==> config.mk <==
export PLATFORM = sky130hd
export DESIGN_NAME = pw_packet_filter_flat
export DESIGN_NICKNAME = d
export VERILOG_FILES = /design/src/rtl/pw_packet_filter_if.sv /design/src/rtl/pw_packet_filter.sv /design/src/flat_wrapper.sv
export SDC_FILE = /design/constraint.sdc
export NUM_CORES = 1
export LEC_CHECK = 0
export ABC_CLOCK_PERIOD_IN_PS = 3500
export CAP_MARGIN = 20
export CORE_MARGIN = 8
export CORE_UTILIZATION = 45
export DETAILED_ROUTE_END_ITERATION = 7
export PLACE_DENSITY = 0.83
export SLEW_MARGIN = 20
export SYNTH_ARGS = -nofsm -noshare
export SYNTH_HDL_FRONTEND = slang
export SYNTH_SLANG_ARGS = --single-unit
==> constraint.sdc <==
create_clock -name fe_clk -period 3.5 [get_ports fe_clk]
set_input_delay 0.7 -clock fe_clk [delete_from_list [all_inputs] [get_ports fe_clk]]
set_output_delay 0.7 -clock fe_clk [all_outputs]
set_load 0.05 [all_outputs]
==> src/rtl/pw_packet_filter_if.sv <==
`default_nettype none
// +----------------------------------------------------------------------+
// | Module : pw_fe_stream_if / pw_pkt_stream_if                          |
// | Brief  : Byte-stream interfaces for pw_packet_filter. The front-end  |
// |          stream carries captured UTMI bytes and the packet envelope; |
// |          the packet stream carries filtered bytes with framing and   |
// |          error pulses.                                               |
// | Rev    : 1.0  initial release                                        |
// +----------------------------------------------------------------------+

// Captured bytes from the front end, qualified by rxvalid, with envelope
interface pw_fe_stream_if;
  logic [7:0] fe_data;
  logic       fe_data_valid;
  logic       rxactive;
  logic       rxerror;

  modport master (output fe_data, fe_data_valid, rxactive, rxerror);
  modport slave  (input  fe_data, fe_data_valid, rxactive, rxerror);
endinterface

// Filtered packet bytes towards the pattern matcher
interface pw_pkt_stream_if;
  logic [7:0] data;
  logic       data_valid;
  logic       sop;
  logic       eop;
  logic       pkt_error;

  modport master (output data, data_valid, sop, eop, pkt_error);
  modport slave  (input  data, data_valid, sop, eop, pkt_error);
endinterface

`default_nettype wire

==> src/rtl/pw_packet_filter.sv <==
`default_nettype none
// +----------------------------------------------------------------------+
// | Module : pw_packet_filter                                            |
// | Brief  : USB packet framer/filter. Delimits packets on rxactive,     |
// |          checks the PID check nibble, forwards only packets whose    |
// |          PID is enabled in I_pid_mask and flags bad packets.         |
// |          Optional macro PW_PKT_CRC16_EN adds CRC16 checking of data  |
// |          packets (DATA0/1/2/MDATA).                                  |
// | Rev    : 1.0  initial release                                        |
// +----------------------------------------------------------------------+
module pw_packet_filter #(
  parameter int pMAX_LEN   = 1027,
  parameter int pCNT_WIDTH = 16
) (
  input  wire logic                  fe_clk,
  input  wire logic                  reset_n,
  input  wire logic                  I_arm,
  input  wire logic [15:0]           I_pid_mask,
  pw_fe_stream_if.slave              fe,
  pw_pkt_stream_if.master            pkt,
  output logic      [3:0]            O_pid,
  output logic      [pCNT_WIDTH-1:0] O_pkt_count
);

  localparam int c_BCNT_W = $clog2(pMAX_LEN + 1);
  localparam logic [c_BCNT_W-1:0] c_MAX_LEN = c_BCNT_W'(pMAX_LEN);

  typedef enum logic [2:0] {
    ST_IDLE = 3'd0,
    ST_PID  = 3'd1,
    ST_PASS = 3'd2,
    ST_DROP = 3'd3,
    ST_SKIP = 3'd4
  } state_t;

  state_t                r_state;
  state_t                w_state_nxt;
  logic [7:0]            r_data;
  logic                  r_data_valid;
  logic                  r_sop;
  logic                  r_eop;
  logic                  r_pkt_error;
  logic [3:0]            r_pid;
  logic [pCNT_WIDTH-1:0] r_pkt_cnt;
  logic [c_BCNT_W-1:0]   r_byte_cnt;
  logic                  r_arm_q;

  logic w_fwd;       // forward the current byte
  logic w_sop;       // current byte is an accepted PID
  logic w_pid_acc;   // load O_pid from the current byte
  logic w_pid_byte;  // current byte is the first byte of a packet
  logic w_end_pass;  // packet finished cleanly in PASS
  logic w_err;       // dropped packet finished
  logic w_crc_bad;   // finishing data packet has a bad CRC
  logic w_pid_bad;
  logic w_len_full;

  // The upper nibble of a PID is the one's complement of the lower nibble
  assign w_pid_bad  = (fe.fe_data[7:4] != ~fe.fe_data[3:0]);
  assign w_len_full = (r_byte_cnt >= c_MAX_LEN);

  // Next-state and per-byte actions; dropping I_arm forces IDLE with no pulses
  always_comb begin
    w_state_nxt = I_arm ? r_state : ST_IDLE;
    w_fwd       = 1'b0;
    w_sop       = 1'b0;
    w_pid_acc   = 1'b0;
    w_pid_byte  = 1'b0;
    w_end_pass  = 1'b0;
    w_err       = 1'b0;
    if (I_arm) begin
      unique case (r_state)
        // A valid byte in the rxactive rising cycle is already the PID
        ST_IDLE, ST_PID: begin
          if ((r_state == ST_PID) || fe.rxactive) begin
            if (fe.fe_data_valid) begin
              w_pid_byte = 1'b1;
              if (w_pid_bad) begin
                if (fe.rxactive) begin
                  w_state_nxt = ST_DROP;
                end else begin
                  w_err       = 1'b1;
                  w_state_nxt = ST_IDLE;
                end
              end else if (!I_pid_mask[fe.fe_data[3:0]]) begin
                w_state_nxt = fe.rxactive ? ST_SKIP : ST_IDLE;
              end else begin
                w_fwd     = 1'b1;
                w_sop     = 1'b1;
                w_pid_acc = 1'b1;
                if (fe.rxactive) begin
                  w_state_nxt = ST_PASS;
                end else begin
                  w_end_pass  = 1'b1;
                  w_state_nxt = ST_IDLE;
                end
              end
            end else begin
              w_state_nxt = fe.rxactive ? ST_PID : ST_IDLE;
            end
          end
        end
        // A byte beyond the maximum length is the first one not forwarded
        ST_PASS: begin
          if (fe.rxerror || (fe.fe_data_valid && w_len_full)) begin
            if (fe.rxactive) begin
              w_state_nxt = ST_DROP;
            end else begin
              w_err       = 1'b1;
              w_state_nxt = ST_IDLE;
            end
          end else begin
            w_fwd = fe.fe_data_valid;
            if (!fe.rxactive) begin
              w_end_pass  = 1'b1;
              w_state_nxt = ST_IDLE;
            end
          end
        end
        ST_DROP: begin
          if (!fe.rxactive) begin
            w_err       = 1'b1;
            w_state_nxt = ST_IDLE;
          end
        end
        ST_SKIP: begin
          if (!fe.rxactive) w_state_nxt = ST_IDLE;
        end
        default: w_state_nxt = ST_IDLE;
      endcase
    end
  end

`ifdef PW_PKT_CRC16_EN
  logic [15:0] r_crc;
  logic [15:0] w_crc_nxt;
  logic [3:0]  w_cur_pid;

  // Reflected CRC16 (poly 0xA001), one byte shifted in LSB first
  function automatic logic [15:0] f_crc16_byte(input logic [15:0] crc, input logic [7:0] b);
    logic [15:0] c;
    c = crc ^ {8'h00, b};
    for (int i = 0; i < 8; i++) begin
      c = c[0] ? ((c >> 1) ^ 16'hA001) : (c >> 1);
    end
    return c;
  endfunction

  // CRC runs over payload and CRC bytes; the PID byte only restarts it
  always_comb begin
    w_cur_pid = w_pid_acc ? fe.fe_data[3:0] : r_pid;
    if (w_pid_acc)  w_crc_nxt = 16'hFFFF;
    else if (w_fwd) w_crc_nxt = f_crc16_byte(r_crc, fe.fe_data);
    else            w_crc_nxt = r_crc;
    // Data PIDs 0x3/0x7/0xB/0xF all end in 2'b11; good packets leave 0xB001
    w_crc_bad = (w_cur_pid[1:0] == 2'b11) && (w_crc_nxt != 16'hB001);
  end

  // CRC accumulator
  always_ff @(posedge fe_clk or negedge reset_n) begin
    if (!reset_n) r_crc <= 16'hFFFF;
    else          r_crc <= w_crc_nxt;
  end
`else
  assign w_crc_bad = 1'b0;
`endif

  // State register, registered output path, packet and byte counters
  always_ff @(posedge fe_clk or negedge reset_n) begin
    if (!reset_n) begin
      r_state      <= ST_IDLE;
      r_data       <= 8'h00;
      r_data_valid <= 1'b0;
      r_sop        <= 1'b0;
      r_eop        <= 1'b0;
      r_pkt_error  <= 1'b0;
      r_pid        <= 4'h0;
      r_pkt_cnt    <= '0;
      r_byte_cnt   <= '0;
      r_arm_q      <= 1'b0;
    end else begin
      r_state      <= w_state_nxt;
      r_data_valid <= w_fwd;
      r_sop        <= w_sop;
      r_eop        <= w_end_pass & ~w_crc_bad;
      r_pkt_error  <= w_err | (w_end_pass & w_crc_bad);
      r_arm_q      <= I_arm;
      if (w_fwd)     r_data <= fe.fe_data;
      if (w_pid_acc) r_pid  <= fe.fe_data[3:0];
      if (I_arm && !r_arm_q) begin
        r_pkt_cnt <= '0;
      end else if (w_end_pass && !w_crc_bad && !(&r_pkt_cnt)) begin
        r_pkt_cnt <= r_pkt_cnt + pCNT_WIDTH'(1);
      end
      if (w_pid_byte) begin
        r_byte_cnt <= c_BCNT_W'(1);
      end else if ((r_state == ST_PASS) && fe.fe_data_valid && !(&r_byte_cnt)) begin
        r_byte_cnt <= r_byte_cnt + c_BCNT_W'(1);
      end
    end
  end

  assign pkt.data       = r_data;
  assign pkt.data_valid = r_data_valid;
  assign pkt.sop        = r_sop;
  assign pkt.eop        = r_eop;
  assign pkt.pkt_error  = r_pkt_error;
  assign O_pid          = r_pid;
  assign O_pkt_count    = r_pkt_cnt;

endmodule

`default_nettype wire

==> src/flat_wrapper.sv <==
// flat-port wrapper written by rule: the top's interface ports become plain ports
module pw_packet_filter_flat 
#(
  parameter int pMAX_LEN   = 1027,
  parameter int pCNT_WIDTH = 16
)
  (fe_clk, reset_n, I_arm, I_pid_mask, O_pid, O_pkt_count, fe_fe_data, fe_fe_data_valid, fe_rxactive, fe_rxerror, pkt_data, pkt_data_valid, pkt_sop, pkt_eop, pkt_pkt_error);
  pw_fe_stream_if fe_i ();
  pw_pkt_stream_if pkt_i ();
  input  wire logic fe_clk;
  input  wire logic reset_n;
  input  wire logic I_arm;
  input  wire logic [15:0] I_pid_mask;
  output logic      [3:0] O_pid;
  output logic      [pCNT_WIDTH-1:0] O_pkt_count;
  input wire logic [$bits(fe_i.fe_data)-1:0] fe_fe_data;
  input wire logic [$bits(fe_i.fe_data_valid)-1:0] fe_fe_data_valid;
  input wire logic [$bits(fe_i.rxactive)-1:0] fe_rxactive;
  input wire logic [$bits(fe_i.rxerror)-1:0] fe_rxerror;
  output wire logic [$bits(pkt_i.data)-1:0] pkt_data;
  output wire logic [$bits(pkt_i.data_valid)-1:0] pkt_data_valid;
  output wire logic [$bits(pkt_i.sop)-1:0] pkt_sop;
  output wire logic [$bits(pkt_i.eop)-1:0] pkt_eop;
  output wire logic [$bits(pkt_i.pkt_error)-1:0] pkt_pkt_error;
  assign fe_i.fe_data = fe_fe_data;
  assign fe_i.fe_data_valid = fe_fe_data_valid;
  assign fe_i.rxactive = fe_rxactive;
  assign fe_i.rxerror = fe_rxerror;
  assign pkt_data = pkt_i.data;
  assign pkt_data_valid = pkt_i.data_valid;
  assign pkt_sop = pkt_i.sop;
  assign pkt_eop = pkt_i.eop;
  assign pkt_pkt_error = pkt_i.pkt_error;
  pw_packet_filter #(.pMAX_LEN(pMAX_LEN), .pCNT_WIDTH(pCNT_WIDTH)) u_core (.fe_clk(fe_clk), .reset_n(reset_n), .I_arm(I_arm), .I_pid_mask(I_pid_mask), .fe(fe_i), .pkt(pkt_i), .O_pid(O_pid), .O_pkt_count(O_pkt_count));
endmodule
## Word-level counts from Yosys, hierarchy flattened

Index checks and enable logic that the tools add are counted.

| storage, ports and cells | value |
|---|---|
| flip-flop bits (word level) | 47 |
| output and inout port bits | 32 |

| operators by class | value |
|---|---|
| add/subtract/negate cells | 2 |
| order comparisons | 2 |
| eq/ne operators | 5 |
| mux-type cells | 46 |
| bitwise gates (word level) | 1 |
| reductions and logical operators | 17 |

Operators with widths:

| kind | number |
|---|---|
| 16-bit 2-to-1 mux | 2 |
| 3-bit 2-to-1 mux | 9 |
| 1-bit 2-to-1 mux | 26 |
| 11-bit 2-to-1 mux | 2 |
| 16-bit by 1-bit adder with 16-bit output, second input constant | 1 |
| 16-bit AND reduction | 1 |
| 11-bit by 1-bit adder with 11-bit output, second input constant | 1 |
| 11-bit >= comparator, second input constant | 1 |
| 11-bit AND reduction | 1 |
| 3-bit one-hot mux with 3 select lines | 1 |
| 3-bit by 2-bit equality test with 1-bit output, second input constant | 2 |
| 1-bit logical AND | 5 |
| 4-bit by 5-bit less-than comparator with 1-bit output, second input constant | 1 |
| 1-bit binary-select mux with 4-bit select | 1 |
| 2-bit 2-to-1 mux | 2 |
| 4-bit inequality test | 1 |
| 4-bit NOT | 1 |
| 1-bit one-hot mux with 2 select lines | 2 |
| 2-bit nonzero test | 2 |
| 2-bit OR reduction | 2 |
| 3-bit by 1-bit equality test with 1-bit output, second input constant | 1 |
| 3-bit equality test, second input constant | 1 |
| 1-bit logical NOT | 3 |
| 3-bit logical NOT | 1 |
| 2 further kinds | 3 |

## Logic depth before layout (Yosys ltp)

Gate-level depths: netlist (run 1).

| logic depth | value |
|---|---|
| word-level depth | 11 |
| mapped depth | 9 |
| gate-level depth less buffers | 7 |

## Worst setup path after synthesis (run 1)

OpenSTA, ideal clock, no wires.

| timing path | value |
|---|---|
| path kind | input to register |
| from | in fe_fe_data[2] |
| to | reg u_core.r_data[0] (netlist: u_core.pkt.data[0]) |
| arrival | 2.790 ns |
| required time | 3.375 ns |
| setup slack | 0.585 ns |
| stages on the path | 7 |
| path buffers | 2 |
| cell sequence | buf_6 -> mux4_1 -> mux4_2 -> and3b_1 -> buf_6 -> o221ai_4 -> mux2_2 |

| between the ends | value |
|---|---|
| word-level cells in the longest chain between the ends | 8 |
| elaborated cells between the ends (all ways) | 10 |
| classes of those cells | eq/ne (1); mux (8); bitwise (1) |

RTL lines:

| what | line | RTL |
|---|---|---|
| start: declaration | flat_wrapper.sv:16 | `input wire logic [$bits(fe_i.fe_data)-1:0] fe_fe_data;` |
| 1-bit binary-select mux with 4-bit select | pw_packet_filter.sv:85 | `end else if (!I_pid_mask[fe.fe_data[3:0]]) begin` |
| 1-bit 2-to-1 mux (not written as such) | pw_packet_filter.sv:85 |  |
| 1-bit 2-to-1 mux | pw_packet_filter.sv:85 |  |
| 1-bit 2-to-1 mux * | pw_packet_filter.sv:78 | `if (w_pid_bad) begin` |
| 1-bit 2-to-1 mux * | pw_packet_filter.sv:76 | `if (fe.fe_data_valid) begin` |
| 1-bit 2-to-1 mux * | pw_packet_filter.sv:75 | `if ((r_state == ST_PID) \|\| fe.rxactive) begin` |
| 1-bit one-hot mux with 2 select lines * | pw_packet_filter.sv:72 | `unique case (r_state)` |
| 1-bit 2-to-1 mux * | pw_packet_filter.sv:71 | `if (I_arm) begin` |
| end signal: assignment | pw_packet_filter.sv:188 | `if (w_fwd) r_data <= fe.fe_data;` |
| end: declaration | pw_packet_filter.sv:38 | `logic [7:0] r_data;` |

Mark *: on every way between the ends. The rest lies on a longest branch, timed or not. The select of a mux whose other input is x is not followed.
A chain may end at the register's enable or synchronous reset.

## Final worst setup path (run 1)

| timing path | value |
|---|---|
| from | in fe_fe_data[2] |
| to | reg u_core.r_pkt_cnt[13] (netlist: u_core.O_pkt_count[13]) |

| between the ends | value |
|---|---|
| word-level cells in the longest chain between the ends | 10 |
| elaborated cells between the ends (all ways) | 12 |
| classes of those cells | eq/ne (1); mux (8); bitwise (1); reduce/logical (2) |

RTL lines:

| what | line | RTL |
|---|---|---|
| 1-bit binary-select mux with 4-bit select | pw_packet_filter.sv:85 |  |
| 1-bit 2-to-1 mux (not written as such) | pw_packet_filter.sv:85 |  |
| 1-bit 2-to-1 mux | pw_packet_filter.sv:85 |  |
| 1-bit 2-to-1 mux * | pw_packet_filter.sv:78 |  |
| 1-bit 2-to-1 mux * | pw_packet_filter.sv:76 |  |
| 1-bit 2-to-1 mux * | pw_packet_filter.sv:75 |  |
| 1-bit one-hot mux with 2 select lines * | pw_packet_filter.sv:72 |  |
| 1-bit 2-to-1 mux * | pw_packet_filter.sv:71 |  |
| 1-bit logical AND * | pw_packet_filter.sv:192 | `end else if (w_end_pass && !w_crc_bad && !(&r_pkt_cnt)) begin` |
| 2-bit nonzero test (no source line) * | n/a |  |
| end signal: assignment | pw_packet_filter.sv:193 | `r_pkt_cnt <= r_pkt_cnt + pCNT_WIDTH'(1);` |
| end: declaration | pw_packet_filter.sv:44 | `logic [pCNT_WIDTH-1:0] r_pkt_cnt;` |

Marked as above.

==> impl_metrics.csv, run 1 <==
group,metric,value,unit
outcome,status,"completed",
pwr,p_switching,0.449,mW
route,num_vias,2087,
clock_network,post_cts_buffers,0,
synth,ys_warn_count,0,
grt,grt_usage,15.9,%
pwr,irDropWorstVdd,0.000315,V
route,drtPass1Iterations,4,
clock_network,cts_hold_buf,0,
pwr,clkPwrFrac,32.6,%
worst_setup_path,critPathLaunchType,"input pin",
clock_network,numCtsBuffers,5,
synth,ys_types,44,
synth,ys_ff_latch,47,
timing,setup_violations,0,
clock_network,cts_buffer_depth,2,
synth,synth_top_family_by_area,"simple AND/OR/NAND/NOR gates",
synth,synth_ff_type,"dfrtp_1",
route,final_antenna_net_count,0,
place,hpwl,4720,um
route,vias_per_cell,5.60,
hold_path,worstHoldPathType,"in -> async",
synth,synth-simple-area-share,20.0,%
timing,fin_ws,226,ps
place,place_ws,-93.3,ps
flow_run,cap_violations,0,
worst_setup_path,timing.rr.start,"u_core.r_byte_cnt[0]",
die,fp.coreArea,0.00544,mm2
timing,fin_crit_sh,93.5,%
clock_network,clock_latency,310,ps
final_layout,multi_input_area,0.00126,mm2
synth,yosysSeqAreaShare,47.0,%
timing,worst_pin_slew,883,ps
timing,final.setup.tns,0,ps
timing,fin_crit,3270,ps
timing,rsz0062_at_grt,"false",
pwr,internal_power,1.02,mW
synth,synth_xor_area_share,5.24,%
timing,slew_headroom,40.3,%
worst_setup_path,crit_type,"in -> reg",
final_layout,area_growth,34.6,%
synth,synth-compound-area-share,13.3,%
route,wl,6270,um
place,portBuffers,61,
worst_setup_path,worstPathMaxFanout,9,
synth,yosys.area_share.adder,0.999,%
pwr,pwr-share-seq,42.2,%
die,io_pins,62,
pwr,leakagePower,1.41,nW
pwr,power.density,437,mW/mm2
worst_setup_path,endpoint_kind,"flip-flop",
final_layout,antenna_cells,0,
clock_network,cts_num_sinks,47,
clock_network,cts_resized,0,
die,die_h,90.6,um
final_layout,seq_area,0.00118,mm2
timing,drv_slew,0,
final_layout,nFillCells,435,
synth,async_flop_share,100,%
worst_setup_path,startpoint,"fe_fe_data[2]",
route,drt-wirelength-per-cell,16.8,um
clock_network,h-tree-depth,2,
grt,antenna_found_initial,0,
worst_setup_path,crit_required,3740,ps
final_layout,final_cell_mix,"60 x clkdlybuf4s50_1, 47 x dfrtp_1, 18 x nand2_1",
grt,grt_pass1_wl,10900,um
grt,first_global_vias,2239,
synth,synth_fp_nets,261,
final_layout,post-route-util,62.0,%
die,num_rows,27,
synth,synth_cells,229,
grt,grt_max_degree,48,
synth,synthesis.area,0.00250,mm2
grt,overflow,0,
route,drc_errors,0,
final_layout,layout_commonest_cell,"clkdlybuf4s50_1",
timing,finClkSkew,9.34,ps
worst_setup_path,cp.arrival,3520,ps
synth,avgSynthCellArea,10.9,um2
pwr,combPwrFrac,25.1,%
route,drtIter0Drc,139,
final_layout,final_nets,332,
clock_network,clockRootBuffer,"clkbuf_8",
synth,synth_edf_count,0,
die,die_w,90.6,um
clock_network,cts.clk_slew.worst_paths,100,ps
timing,hold_violations,0,
timing,fmax,305,MHz
place,gp_congestion,0.842,
clock_network,tritoncts,"yes",
die,design.die.area,0.00821,mm2
die,start_util,46.1,%
pwr,netSwitchingFraction,30.5,%
final_layout,final_layout_size_suffix_gt1_share,16.6,%
synth,muxShareOfSynthArea,11.0,%
worst max-delay path: stages:
cell and delay [ps]:
clkdlybuf4s50_1 640, mux4_1 610, mux4_2 500, and3b_1 260
buf_4 170, o211ai_2 320, o21ai_0 170, a21oi_1 140
through the flow:
stage | total power [mW] | instance area, um2 | hold WS [ps] | std cells
final | 1.47 | 3370 | 387 | 373
after global routing | 1.53 | 3370 | 450 | 373
after CTS | 1.48 | 3370 | 513 | 373
after detailed placement | 1.00 | 3230 | 498 | 365
after global placement | 0.990 | 3230 | 487 | 365
after floorplan | 0.844 | 2500 | 404 | 229
flip-flops by register name, indices dropped and copies added (netlist names):
register               cells
u_core.O_pkt_count        16
u_core.r_byte_cnt         11
u_core.pkt.data            8
u_core.O_pid               4
u_core.r_state             3
u_core.pkt.data_valid      1
u_core.pkt.eop             1
u_core.pkt.pkt_error       1
u_core.pkt.sop             1
u_core.r_arm_q             1
logic make-up after synthesis:
logic type	after synthesis
and+or+nand+nor	94
xor gates and xnor gates	15
buffers and inverters	10
muxes	19
adders and majority gates	2
DFF	47
AOI/OAI and AO/OA	42
area by class of cell:
cell class	count	share of cell area, %
multi-input cells	172	37.5
flip-flops and latches	47	34.9
clock buffers	5	2.04
well taps	72	2.67
repair buffers	70	20.4
inverters	4	0.445
clock inverters	3	2.00
worst paths after layout:
kind                                          end  slack, ps  cells past startpoint
hold / removal                    u_core.O_pid[2]        390                      1
hold reg to reg                   u_core.O_pid[2]        510                      1
min in group fe_clk               u_core.O_pid[2]        510                      1
max in group asynchronous   u_core.O_pkt_count[6]       2720                      1
setup / recovery           u_core.O_pkt_count[13]        230                      8
setup reg to reg            u_core.O_pkt_count[5]       1110                      9
power groups by stage:
stage          logic, mW  registers, mW  clock network [mW]
2_1_floorplan     0.0916          0.752                   0
3_3_place_gp       0.362          0.628                   0
3_5_place_dp       0.372          0.631                   0
4_1_cts            0.374          0.622               0.486
5_1_grt            0.393          0.629               0.504
6_report           0.370          0.622               0.481
Yosys cell counts, types with 2 or more instances:
master | n | area share (%)
a211oi_1 | 2 | 0.60
a21oi_1 | 11 | 2.2
a21oi_2 | 5 | 1.7
a41oi_1 | 2 | 0.70
and2_1 | 3 | 0.75
and3_1 | 7 | 1.7
and4_1 | 3 | 1.0
buf_6 | 2 | 0.90
clkbuf_1 | 3 | 0.45
dfrtp_1 | 47 | 47
ha_1 | 2 | 1.0
inv_1 | 4 | 0.60
mux2_2 | 12 | 5.4
mux2i_1 | 2 | 0.80
mux4_1 | 2 | 2.1
mux4_2 | 3 | 2.7
nand2_1 | 18 | 2.7
nand2b_1 | 2 | 0.50
nand3_1 | 12 | 2.4
nand4_1 | 4 | 1.0
nor2_1 | 17 | 2.5
nor2b_1 | 2 | 0.50
nor3_1 | 3 | 0.60
nor3b_1 | 3 | 0.90
nor4_1 | 2 | 0.50
o21a_1 | 2 | 0.60
o21ai_0 | 4 | 0.80
o21ai_2 | 7 | 2.4
o31ai_1 | 3 | 0.90
or2_2 | 2 | 0.50
or3_1 | 10 | 2.5
or4_1 | 3 | 0.90
xnor2_1 | 4 | 1.4
xor2_1 | 11 | 3.8
per-layer routing:
layer  share of wire, %  routed length, um  GRT usage (%)
met4                1.3                 84           4.85
met2                 49               3070           25.7
met1                 43               2680           19.4
met5                  0                  0              0
met3                6.9                431           5.40
Note: power is estimated with default switching activity, not from simulation.
==> run 2: changes to the inputs <==
ABC_CLOCK_PERIOD_IN_PS = 3900   (was 3500)
clock period = 3.9 ns   (was 3.5 ns; I/O delays follow)
==> impl_metrics.csv, run 2 (same netlist as run 1, synthesis figures left out) <==
group,metric,value,unit
die,start_util,46.1,%
final_layout,layout_commonest_cell,"clkdlybuf4s50_1",
route,num_vias,1988,
route,vias_per_cell,5.42,
worst_setup_path,slowest_stage,"clkdlybuf4s50_1",
route,drtPass1Iterations,4,
final_layout,final_nets,326,
final_layout,final_layout_size_suffix_gt1_share,14.6,%
route,drt-wirelength-per-cell,15.3,um
timing,fin_ws,459,ps
clock_network,clock_latency,300,ps
timing,fin_crit_sh,88.2,%
timing,setup_violations,0,
route,wl,5630,um
route,drc_errors,0,
grt,grt_pass1_wl,9550,um
clock_network,cts_resized,0,
clock_network,cts.clk_slew.worst_paths,90,ps
clock_network,cts_buffer_depth,2,
final_layout,final_area,0.00329,mm2
place,portBuffers,61,
final_layout,nFillCells,433,
clock_network,h-tree-depth,2,
die,num_rows,27,
worst_setup_path,crit_chain,"clkdlybuf4s50_1, mux4_1, mux4_2, and3b_1, o221ai_4, mux2_2",
die,io_pins,62,
die,die_w,90.6,um
timing,final.setup.tns,0,ps
clock_network,clockRootBuffer,"clkbuf_8",
timing,finClkSkew,7.52,ps
clock_network,cts_hold_buf,0,
place,place_ws,129,ps
worst_setup_path,crit_type,"in -> reg",
die,design.die.area,0.00821,mm2
pwr,leakagePower,1.37,nW
worst_setup_path,cp.arrival,3620,ps
pwr,power.total,1.20,mW
grt,antenna_found_initial,0,
timing,worst_pin_slew,864,ps
grt,grt_usage,13.9,%
outcome,status,"completed",
final_layout,antenna_cells,0,
final_layout,largest_register_ffs,16,
clock_network,cts_num_sinks,47,
clock_network,post_cts_buffers,0,
route,final_antenna_net_count,0,
worst_setup_path,worstPathMaxFanout,9,
timing,slew_headroom,41.7,%
place,placed_cell_area,0.00319,mm2
grt,grt_max_degree,48,
timing,hold_violations,0,
die,fp.coreArea,0.00544,mm2
worst_setup_path,timing.rr.start,"u_core.r_byte_cnt[0]",
place,gp_congestion,0.887,
worst_setup_path,max_stage_delay,670,ps
flow_run,cap_violations,0,
place,hpwl,4250,um
clock_network,tritoncts,"yes",
clock_network,numCtsBuffers,5,
timing,drv_slew,0,
timing,rsz0062_at_grt,"false",
grt,overflow,0,
route,drtIter0Drc,103,
worst_setup_path,crit_required,4080,ps
final_layout,final_cell_mix,"60 x clkdlybuf4s50_1, 47 x dfrtp_1, 18 x nand2_1",
worst_setup_path,critPathLaunchType,"input pin",
die,die_h,90.6,um
hold_path,worstHoldPathType,"in -> async",
grt,first_global_vias,2018,
worst_setup_path,startpoint,"fe_fe_data[2]",
pwr,irDropWorstVdd,0.000304,V
worst_setup_path,endpoint_kind,"flip-flop",
timing,fin_crit,3440,ps
pwr,power.density,365,mW/mm2
timing,fmax,291,MHz
final_layout,area_growth,31.3,%
==> run 2: cell count changes in the layout (fill, tap and decap cells not counted), sizes merged <==
cell      delta
buf          -6
bufinv       -2
clkbuf       +3
clkinvlp     -1
==> run 2: worst paths after layout <==
path | end | slack, ps | cells after the start
worst max-delay path | u_core.pkt.data[5] | 460 | 6
worst min-delay path | u_core.O_pid[2] | 480 | 1
worst max register to register | u_core.O_pkt_count[5] | 1200 | 8
worst min register to register | u_core.pkt.data[3] | 510 | 1
max in group asynchronous | u_core.O_pkt_count[14] | 3010 | 1
min in group fe_clk | u_core.pkt.data[3] | 510 | 1
==> run 2: metal layers <==
metal	track usage (%)	wire (um)	share of wire [%]	vias up
met2	20.9	2540	45	63
met1	17.6	2590	46	948
met3	5.40	429	7.6	7
met4	5.13	75	1.3	0
li1	-	-	-	970
met5	0	0	0	-
==> run 2: critical path, delay by kind of cell <==
kind	cells	cell delay, ps
AO/OA/AOI/OAI	1	370
AND/OR/NAND/NOR	1	300
multiplexers	3	1510
buffers and inverters	1	670
==> run 2: layout make-up <==
| cell class | instances | area (um2) | share of cell area (%) |
|---|---|---|---|
| clock buffers | 8 | 100 | 3.04 |
| inverters | 4 | 15.0 | 0.456 |
| multi-input cells | 172 | 1260 | 38.5 |
| flip-flops and latches | 47 | 1180 | 35.8 |
| well taps | 72 | 90.1 | 2.74 |
| repair buffers | 64 | 643 | 19.6 |
==> run 2: power by group <==
part	internal (mW)	total (mW)	switching, mW
Combinational	0.130	0.321	0.191
Clock	0.162	0.323	0.160
Sequential	0.528	0.556	0.0280
Total	0.821	1.20	0.379
==> run 2: stage by stage <==
| step | hold WS (ps) | utilization, % | cells |
|---|---|---|---|
| 6_report | 476 | 60.5 | 367 |
| 2_1_floorplan | 474 | - | 229 |
| 4_1_cts | 512 | 60.4 | 367 |
| 5_1_grt | 530 | 60.5 | 367 |
| 3_3_place_gp | 488 | 58.6 | 359 |
| 3_5_place_dp | 491 | 58.6 | 359 |
